===== src/rtl/usb_rx_pkg.sv =====
// Shared definitions for the USB receive path: RCU state encoding and sync byte default.
package usb_rx_pkg;

    localparam logic [7:0] SYNC_BYTE_DEFAULT = 8'h80;

    typedef enum logic [2:0] {
        IDLE     = 3'd0,
        RCV_SYNC = 3'd1,
        CHK_SYNC = 3'd2,
        RCV_BYTE = 3'd3,
        STORE    = 3'd4,
        EOP_WAIT = 3'd5,
        ERR_WAIT = 3'd6,
        ERR_IDLE = 3'd7
    } rcu_state_t;

endpackage


===== src/rtl/rcu.sv =====
// Receiver control unit: tracks packet framing, strobes data bytes into the RX FIFO
// and flags sync or EOP framing errors.
module rcu
    import usb_rx_pkg::*;
#(
    parameter logic [7:0] SYNC_BYTE = SYNC_BYTE_DEFAULT
) (
    input  logic       clk,
    input  logic       n_rst,
    input  logic       d_edge,
    input  logic       eop,
    input  logic       shift_enable,
    input  logic       byte_received,
    input  logic [7:0] rcv_data,
    output logic       rcving,
    output logic       w_enable,
    output logic       r_error,
    output logic [7:0] byte_count,
    output rcu_state_t state_dbg
);

    // No handshake: every input is a single-cycle pulse or a level, consumed when
    // the current state cares about it; w_enable is a one-cycle write with no back-pressure.

    rcu_state_t state;
    rcu_state_t next_state;
    logic       mid_byte;

    always_ff @(posedge clk or negedge n_rst) begin
        if (!n_rst) begin
            state <= IDLE;
        end else begin
            state <= next_state;
        end
    end

    always_comb begin
        next_state = state;
        case (state)
            IDLE: begin
                if (d_edge) next_state = RCV_SYNC;
            end
            RCV_SYNC: begin
                if (byte_received)              next_state = CHK_SYNC;
                else if (shift_enable && eop)   next_state = ERR_WAIT;
            end
            CHK_SYNC: begin
                if (rcv_data == SYNC_BYTE) next_state = RCV_BYTE;
                else                       next_state = ERR_WAIT;
            end
            RCV_BYTE: begin
                // A completed byte wins over a coincident EOP sample.
                if (byte_received)                          next_state = STORE;
                else if (shift_enable && eop && !mid_byte)  next_state = EOP_WAIT;
                else if (shift_enable && eop && mid_byte)   next_state = ERR_WAIT;
            end
            STORE: begin
                next_state = RCV_BYTE;
            end
            EOP_WAIT: begin
                if (d_edge) next_state = IDLE;
            end
            ERR_WAIT: begin
                if (d_edge && !eop) next_state = ERR_IDLE;
            end
            ERR_IDLE: begin
                if (d_edge) next_state = RCV_SYNC;
            end
            default: next_state = IDLE;
        endcase
    end

    // mid_byte marks that at least one bit of the current data byte has been sampled.
    always_ff @(posedge clk or negedge n_rst) begin
        if (!n_rst) begin
            mid_byte <= 1'b0;
        end else if (state == CHK_SYNC) begin
            mid_byte <= 1'b0;
        end else if (state == RCV_BYTE) begin
            if (byte_received)              mid_byte <= 1'b0;
            else if (shift_enable && !eop)  mid_byte <= 1'b1;
        end
    end

    always_ff @(posedge clk or negedge n_rst) begin
        if (!n_rst) begin
            byte_count <= 8'h00;
        end else if ((next_state == RCV_SYNC) && (state != RCV_SYNC)) begin
            byte_count <= 8'h00;
        end else if ((state == STORE) && (byte_count != 8'hFF)) begin
            byte_count <= byte_count + 8'h01;
        end
    end

    always_comb begin
        rcving   = 1'b0;
        w_enable = 1'b0;
        r_error  = 1'b0;
        case (state)
            RCV_SYNC, CHK_SYNC, RCV_BYTE, EOP_WAIT: rcving = 1'b1;
            STORE: begin
                rcving   = 1'b1;
                w_enable = 1'b1;
            end
            ERR_WAIT: begin
                rcving  = 1'b1;
                r_error = 1'b1;
            end
            ERR_IDLE: r_error = 1'b1;
            default: ;
        endcase
    end

    assign state_dbg = state;

endmodule


===== config.mk =====
export PLATFORM = sky130hd
export DESIGN_NAME = rcu
export DESIGN_NICKNAME = d
export VERILOG_FILES = /design/src/rtl/usb_rx_pkg.sv /design/src/rtl/rcu.sv
export SDC_FILE = /design/constraint.sdc
export NUM_CORES = 1
export LEC_CHECK = 0
export ABC_AREA = 1
export CAP_MARGIN = 20
export CORE_UTILIZATION = 50
export CTS_CLUSTER_DIAMETER = 200
export DETAILED_ROUTE_END_ITERATION = 12
export DONT_BUFFER_PORTS = 1
export GPL_TIMING_DRIVEN = 0
export HOLD_SLACK_MARGIN = 0.02
export PLACE_DENSITY_LB_ADDON = 0.15
export SYNTH_ARGS = -nofsm -noshare
export SYNTH_HDL_FRONTEND = slang
export SYNTH_SLANG_ARGS = --single-unit
export TNS_END_PERCENT = 100

===== constraint.sdc =====
create_clock -name clk -period 4.5 [get_ports clk]
set_clock_uncertainty 0.2 [all_clocks]
set_input_delay 0.9 -clock clk [delete_from_list [all_inputs] [get_ports clk]]
set_output_delay 0.9 -clock clk [all_outputs]
set_load 0.02 [all_outputs]

==> impl_results.md <==
- DR iter-0 viols: 13
- RSZ-0062 raised after global routing: no
- Number of diodes: 0
- Mapped Area: 977 µm²
- Count of final hold-check violations: 0
- Average wire per standard cell: 11.5 µm
- Syn_nets: 143
- Post-Synthesis Cells: 128
- Die ar.: 2140 µm²
- Total wire length: 1.79 mm
- Flop2flop setup slack: 2.67 ns
- Crit-path max FO: 10
- CTS tree: yes
- Max VDD drop: 335 µV
- CTS Buffer Depth: 2
- Setup-failing EPs final: 0
- Gpl congestion: 0.801
- WP buf/inv: 1
- 1st-pass router iterations: 4
- Sequential cell area: 300 µm²
- Netlist cell types: 32
- Synth warnings: 0
- Setup_tns: 0 ns
- Status: finished clean
- Max Freq: 372 MHz
- Mean Syn Cell Area: 7.63 µm²
- Vias in the first global route: 634
- Multi-input gate area: 563 µm²
- Post-DP HPWL: 1.42 mm
- Slowest CP cell: a21boi_0
- Number of buffers created by CTS: 3
- IO Port Bufs: 0
- Register area share after synthesis: 30.7%
- Resized cells post-CTS: 0
- Share of layout cells above drive strength 1: 26.7%
- Startpoint types: flip-flop
- Leak: 0.494 nW
- Die Width: 46.2 µm
- Final worst-path cycle share: 59.7%
- GRT Total Usage: 18.9%
- Initial antenna violation count: 0
- Rel. slew slack: 54.7%
- Max Cap Violations: 0
- Commonest non-fill, non-tap cells in the layout: nand2_1, inv_1, nor2_1
- Synth-to-layout area growth: 5.51%
- #FFs+latches synth: 12
- Worst-margin pin slew: 0.673 ns
- Clock Latency Late Sink: 0.27 ns
- FP Rows: 15
- Post-CTS setup buffers: 0
- H-tree depth: 1
- Largest net degree at the start of global routing: 13
- Detail Route Antenna Nets: 0
- Boundary pin count: 28
- CTS Hold Buffers Added: 0
- Starting Density: 54.8%
- Root buf cell: clkbuf_4
- Total power draw: 0.708 mW
- Commonest non-fill, non-tap cell in the layout: nand2_1
- DRC viols: 0
- Final Max Slew Viols: 0
- Via count: 772
- Critical Path Sink Type: output pin
- Nets: 148
- CP cell instances: buf_6, nand3_1, a21boi_0
- WP data arrival: 1.59 ns
- Grt ovf: 0
- Post-layout minimum cycle time: 2.69 ns
- Clock transition at the registers of the reported paths: 0.07 ns
- Clock sink count: 12
- Vias per cell: 4.95
- Data required, critical path: 3.40 ns
- Slowest Stage Delay on Critical Path: 0.57 ns
- Core ar.: 1780 µm²
- Die H: 46.2 µm
- Hold/Removal Path Class: primary input to asynchronous set/reset pin
- Worst path top cell family by delay: compound AO/OA/AOI/OAI gates
- Crit path kind: flip-flop to output pin
- P per Cell Area: 687 nW/µm²
- First-pass GRT wire length: 2.83 mm
- FILL cells: 165
registers in the layout (all words and copies together), names as in the netlist:
| signal | flops |
|---|---|
| byte_count | 8 |
| mid_byte | 1 |
| state_dbg | 3 |
per-layer routing:
metal  global-route usage (%)  routed length, µm  vias up
met3                     9.41                142        2
met4                     3.53                  4        0
met2                     26.8                766       25
li1                         -                  -      408
met5                        0                  0        -
met1                     25.8                877      337
synth_stat cells (all sizes together):
cell | count | area (µm²)
buf | 3 | 33.8
nand2 | 37 | 168
nor2 | 26 | 149
xor2 | 3 | 26.3
a31oi | 1 | 6.26
and2 | 1 | 6.26
o211ai | 1 | 7.51
o21ai | 1 | 5.00
nor3 | 2 | 20.0
a22oi | 1 | 7.51
xnor2 | 1 | 8.76
nand3 | 12 | 70.1
a21boi | 2 | 15.0
ha | 1 | 12.5
inv | 18 | 80.1
a21oi | 2 | 13.8
a211oi | 1 | 7.51
dfrtp | 12 | 300
nand4 | 3 | 40.0
cell families (layout without fill, tap and decap cells):
logic type | count (synthesis) | count (layout) | synth area share [%]
and+or+nand+nor | 81 | 81 | 46.4
buffers and inverters | 21 | 24 | 11.7
DFF | 12 | 12 | 30.7
AOI/OAI and AO/OA | 9 | 9 | 6.40
xor gates and xnor gates | 4 | 4 | 3.59
adders and majority gates | 1 | 1 | 1.28
layout make-up:
| type | instances | area share (%) |
|---|---|---|
| multi-input combinational | 95 | 54.6 |
| sequential | 12 | 29.1 |
| inverter | 18 | 7.77 |
| buffer | 3 | 3.28 |
| tap | 25 | 3.03 |
| clock buffer | 3 | 2.18 |
per-stage QoR:
stage,instances,worst slack [ns],utilization [%],area [µm²],hold slack [ns]
6_report,156,1.81,57.8,1030,0.121
3_5_place_dp,153,2.10,56.6,1010,0.405
3_3_place_gp,153,2.11,56.6,1010,0.405
2_1_floorplan,128,2.16,-,977,0.377
5_1_grt,156,1.75,57.8,1030,0.0950
4_1_cts,156,1.79,57.8,1030,0.106
worst paths after layout:
path / start / endpoint / cells after the start
worst min register to register: mid_byte / mid_byte / 2
worst max register to register: byte_count[0] / byte_count[7] / 10
max in group asynchronous: n_rst / byte_count[4] / 0
min in group clk: mid_byte / mid_byte / 2
worst min-delay path: n_rst / state_dbg[2] / 0
worst max-delay path: state_dbg[1] / rcving / 3
power breakdown:
part,total (mW),internal (mW),switching [mW]
clock network,0.0635,0.0309,0.0326
registers,0.251,0.151,0.0998
logic,0.393,0.139,0.254
Power figures use the tool's default switching activity.
==> RTL change, RTL diff (same settings) <==
Reset style: synchronous (`n_rst`), changed in 3 clocked blocks.
--- a/src/rtl/rcu.sv
+++ b/src/rtl/rcu.sv
@@ -26,7 +26,7 @@
     rcu_state_t next_state;
     logic       mid_byte;
 
-    always_ff @(posedge clk or negedge n_rst) begin
+    always_ff @(posedge clk) begin
         if (!n_rst) begin
             state <= IDLE;
         end else begin
@@ -71,7 +71,7 @@
     end
 
     // mid_byte marks that at least one bit of the current data byte has been sampled.
-    always_ff @(posedge clk or negedge n_rst) begin
+    always_ff @(posedge clk) begin
         if (!n_rst) begin
             mid_byte <= 1'b0;
         end else if (state == CHK_SYNC) begin
@@ -82,7 +82,7 @@
         end
     end
 
-    always_ff @(posedge clk or negedge n_rst) begin
+    always_ff @(posedge clk) begin
         if (!n_rst) begin
             byte_count <= 8'h00;
         end else if ((next_state == RCV_SYNC) && (state != RCV_SYNC)) begin
Formal check against the unedited RTL: differs if n_rst is asserted again (counterexample within 4 cycles, from zero or initial values and one cycle with n_rst low); with n_rst held inactive, the same outputs for 10 cycles.
==> RTL change against the original RTL <==
  * Sequential cell count stayed put
  * Synthesized area fell by 10%
  * First-iteration DRC count increased by 31%
  * Cell area shrank 9.5%
  * Synthesized cell count rose by 13%
  * Routed wire length shrank 2.6%
  * Largest cell class unchanged
  * Critical path type unchanged
  * The run now ends with DRC left
  * Setup slack about the same
Power is not compared: it rests on default switching activity, and its combinational part moved more than twofold at a synthesized area within 25%.
==> RTL change: results (changes against the original RTL) <==
{| class="wikitable"
! Metric !! Value
|-
| Run status || finished with violations
|-
| Violations in the final reports || DRC
|-
| Arrival time of data at the critical path endpoint || 1.59 ns (about the same)
|-
| YS warnings || 0 (unchanged)
|-
| Register ranked first by flip-flop count || byte_count
|-
| Vias after detailed routing || 837 (+8.4%)
|-
| Placer congestion estimate || 0.804 (+0.31%)
|-
| Layout fillers || 175 (+6.1%)
|-
| LEAKAGE || between 0.4 and 0.5 nW
|-
| Async set or reset register ratio after synthesis || 0 (-1.00)
|-
| Type of the tightest min-delay check || reg2reg
|-
| Cell at the root of the clock tree || clkbuf_4
|-
| Net total in the final layout || 165 (+11%)
|-
| Net count after synthesis || 160 (+12%)
|-
| Pre-antenna DRT Iters || 11 (+7)
|-
| Wire length of the first global-routing pass || 3000 um (+6.1%)
|-
| Cell types with the largest area share after synthesis || dfxtp_1 27%, nand2_1 17%, inv_1 12%
|-
| Number of standard cells in the final layout excluding fillers || 165 (+5.8%)
|-
| Number of antenna violations at the first check in global routing || 0 (unchanged)
|-
| Total GRT Usage || 0.211 (+0.0225)
|-
| Unique cell type count in the Yosys netlist || 29 (-9.4%)
|-
| Number of global-route vias before repair || 728 (+15%)
|-
| Most frequent cells after synthesis || 40 x nand2_1, 27 x inv_1, 24 x nor2_1, 12 x dfxtp_1, 9 x nand3_1
|-
| Initial DRC Count || 17 (+4)
|-
| DRT antenna net count || 0 (unchanged)
|-
| Max reg flops || 8 (unchanged)
|-
| Pint || between 0.2 and 0.25 mW
|-
| Hold Crit Start || mid_byte$_SDFFE_PP0P_
|-
| Maximum net fanout on the critical path || 8 (-2)
|-
| Main flop type after synthesis || dfxtp_1
|-
| # DRC || 2 (+2)
|-
| Max-Slew Margin vs Limit || 0.557 (+0.0101)
|-
| Per-instance average area after synthesis || 6.05 um^2 (-21%)
|-
| Resized Gates After CTS || 0 (unchanged)
|-
| H-tree lvl count || 1 (unchanged)
|-
| Reg clk slew, reported paths || 0.07 ns (about the same)
|-
| Worst vdd ir || between 0.0003 and 0.0004 V
|-
| CTS buffer count || 3 (unchanged)
|-
| Instance area at placement || 897 um^2 (-11%)
|-
| Maximum number of pins on one net before global-route repair || 9 (-4)
|-
| Final routed wirelength across all metal layers || 1750 um (-2.6%)
|-
| Start point of the critical path || state_dbg[2]$_SDFF_PN0_
|-
| Share of synthesized area occupied by flip-flops and latches || 0.274 (-0.0334)
|-
| Launch point of the worst reg-to-reg path || state_dbg[0]$_SDFF_PN0_
|-
| Hpwl dp || 1380 um (-2.6%)
|-
| Proportion of layout cells with a drive suffix above 1 || 0.101 (-0.167)
|-
| Clock Tree Buf Depth || 2 (unchanged)
|}
RTL change: layout make-up:
type | count | share of cell area
multi-input combinational | 103 | 0.550
sequential | 12 | 0.257
inverter | 28 | 0.113
clock buffer | 4 | 0.0389
tap | 16 | 0.0214
buffer | 2 | 0.0201
RTL change: logic make-up after synthesis:
kind of cell    count (synthesis)  synth area share
simple gates                   87             0.444
buf+inv                        30             0.141
flops                          12             0.274
compound gates                  9            0.0670
xor+xnor                        6            0.0599
fa+ha+maj                       1            0.0143
RTL change: critical path: stages, from the launching register on:
cell and delay [ns]:
dfxtp_1 0.46, buf_4 0.20, inv_1 0.11, a21boi_0 0.55
RTL change: final timing paths:
kind,slack [ns],depth (start not counted),to
setup / recovery,1.81,3,rcving
hold / removal,0.28,2,mid_byte$_SDFFE_PP0P_
setup reg to reg,2.62,8,byte_count[6]$_SDFFE_PP0P_
hold reg to reg,0.28,2,mid_byte$_SDFFE_PP0P_
RTL change: power by group through the flow:
stage               clock [mW]  combinational [mW]  sequential [mW]
global route            0.0961               0.208            0.152
floorplan                    0               0.155            0.149
detailed placement           0               0.184            0.152
global placement             0               0.181            0.152
finish                  0.0860               0.184            0.150
CTS                     0.0879               0.185            0.150
RTL change: metrics by stage:
stage / total power, mW / worst slack, ns / util
floorplan: 0.304 / 2.21 / -
global placement: 0.333 / 2.12 / 0.569
detailed placement: 0.336 / 2.11 / 0.569
CTS: 0.423 / 1.80 / 0.592
global route: 0.456 / 1.72 / 0.592
finish: 0.420 / 1.81 / 0.592
RTL change: layer usage:
metal	GRT usage	part of all wire	routed length (um)
met1	0.272	0.48	829
met2	0.328	0.45	781
met3	0.0750	0.066	115
met4	0.0727	0.011	19
met5	0	0	0
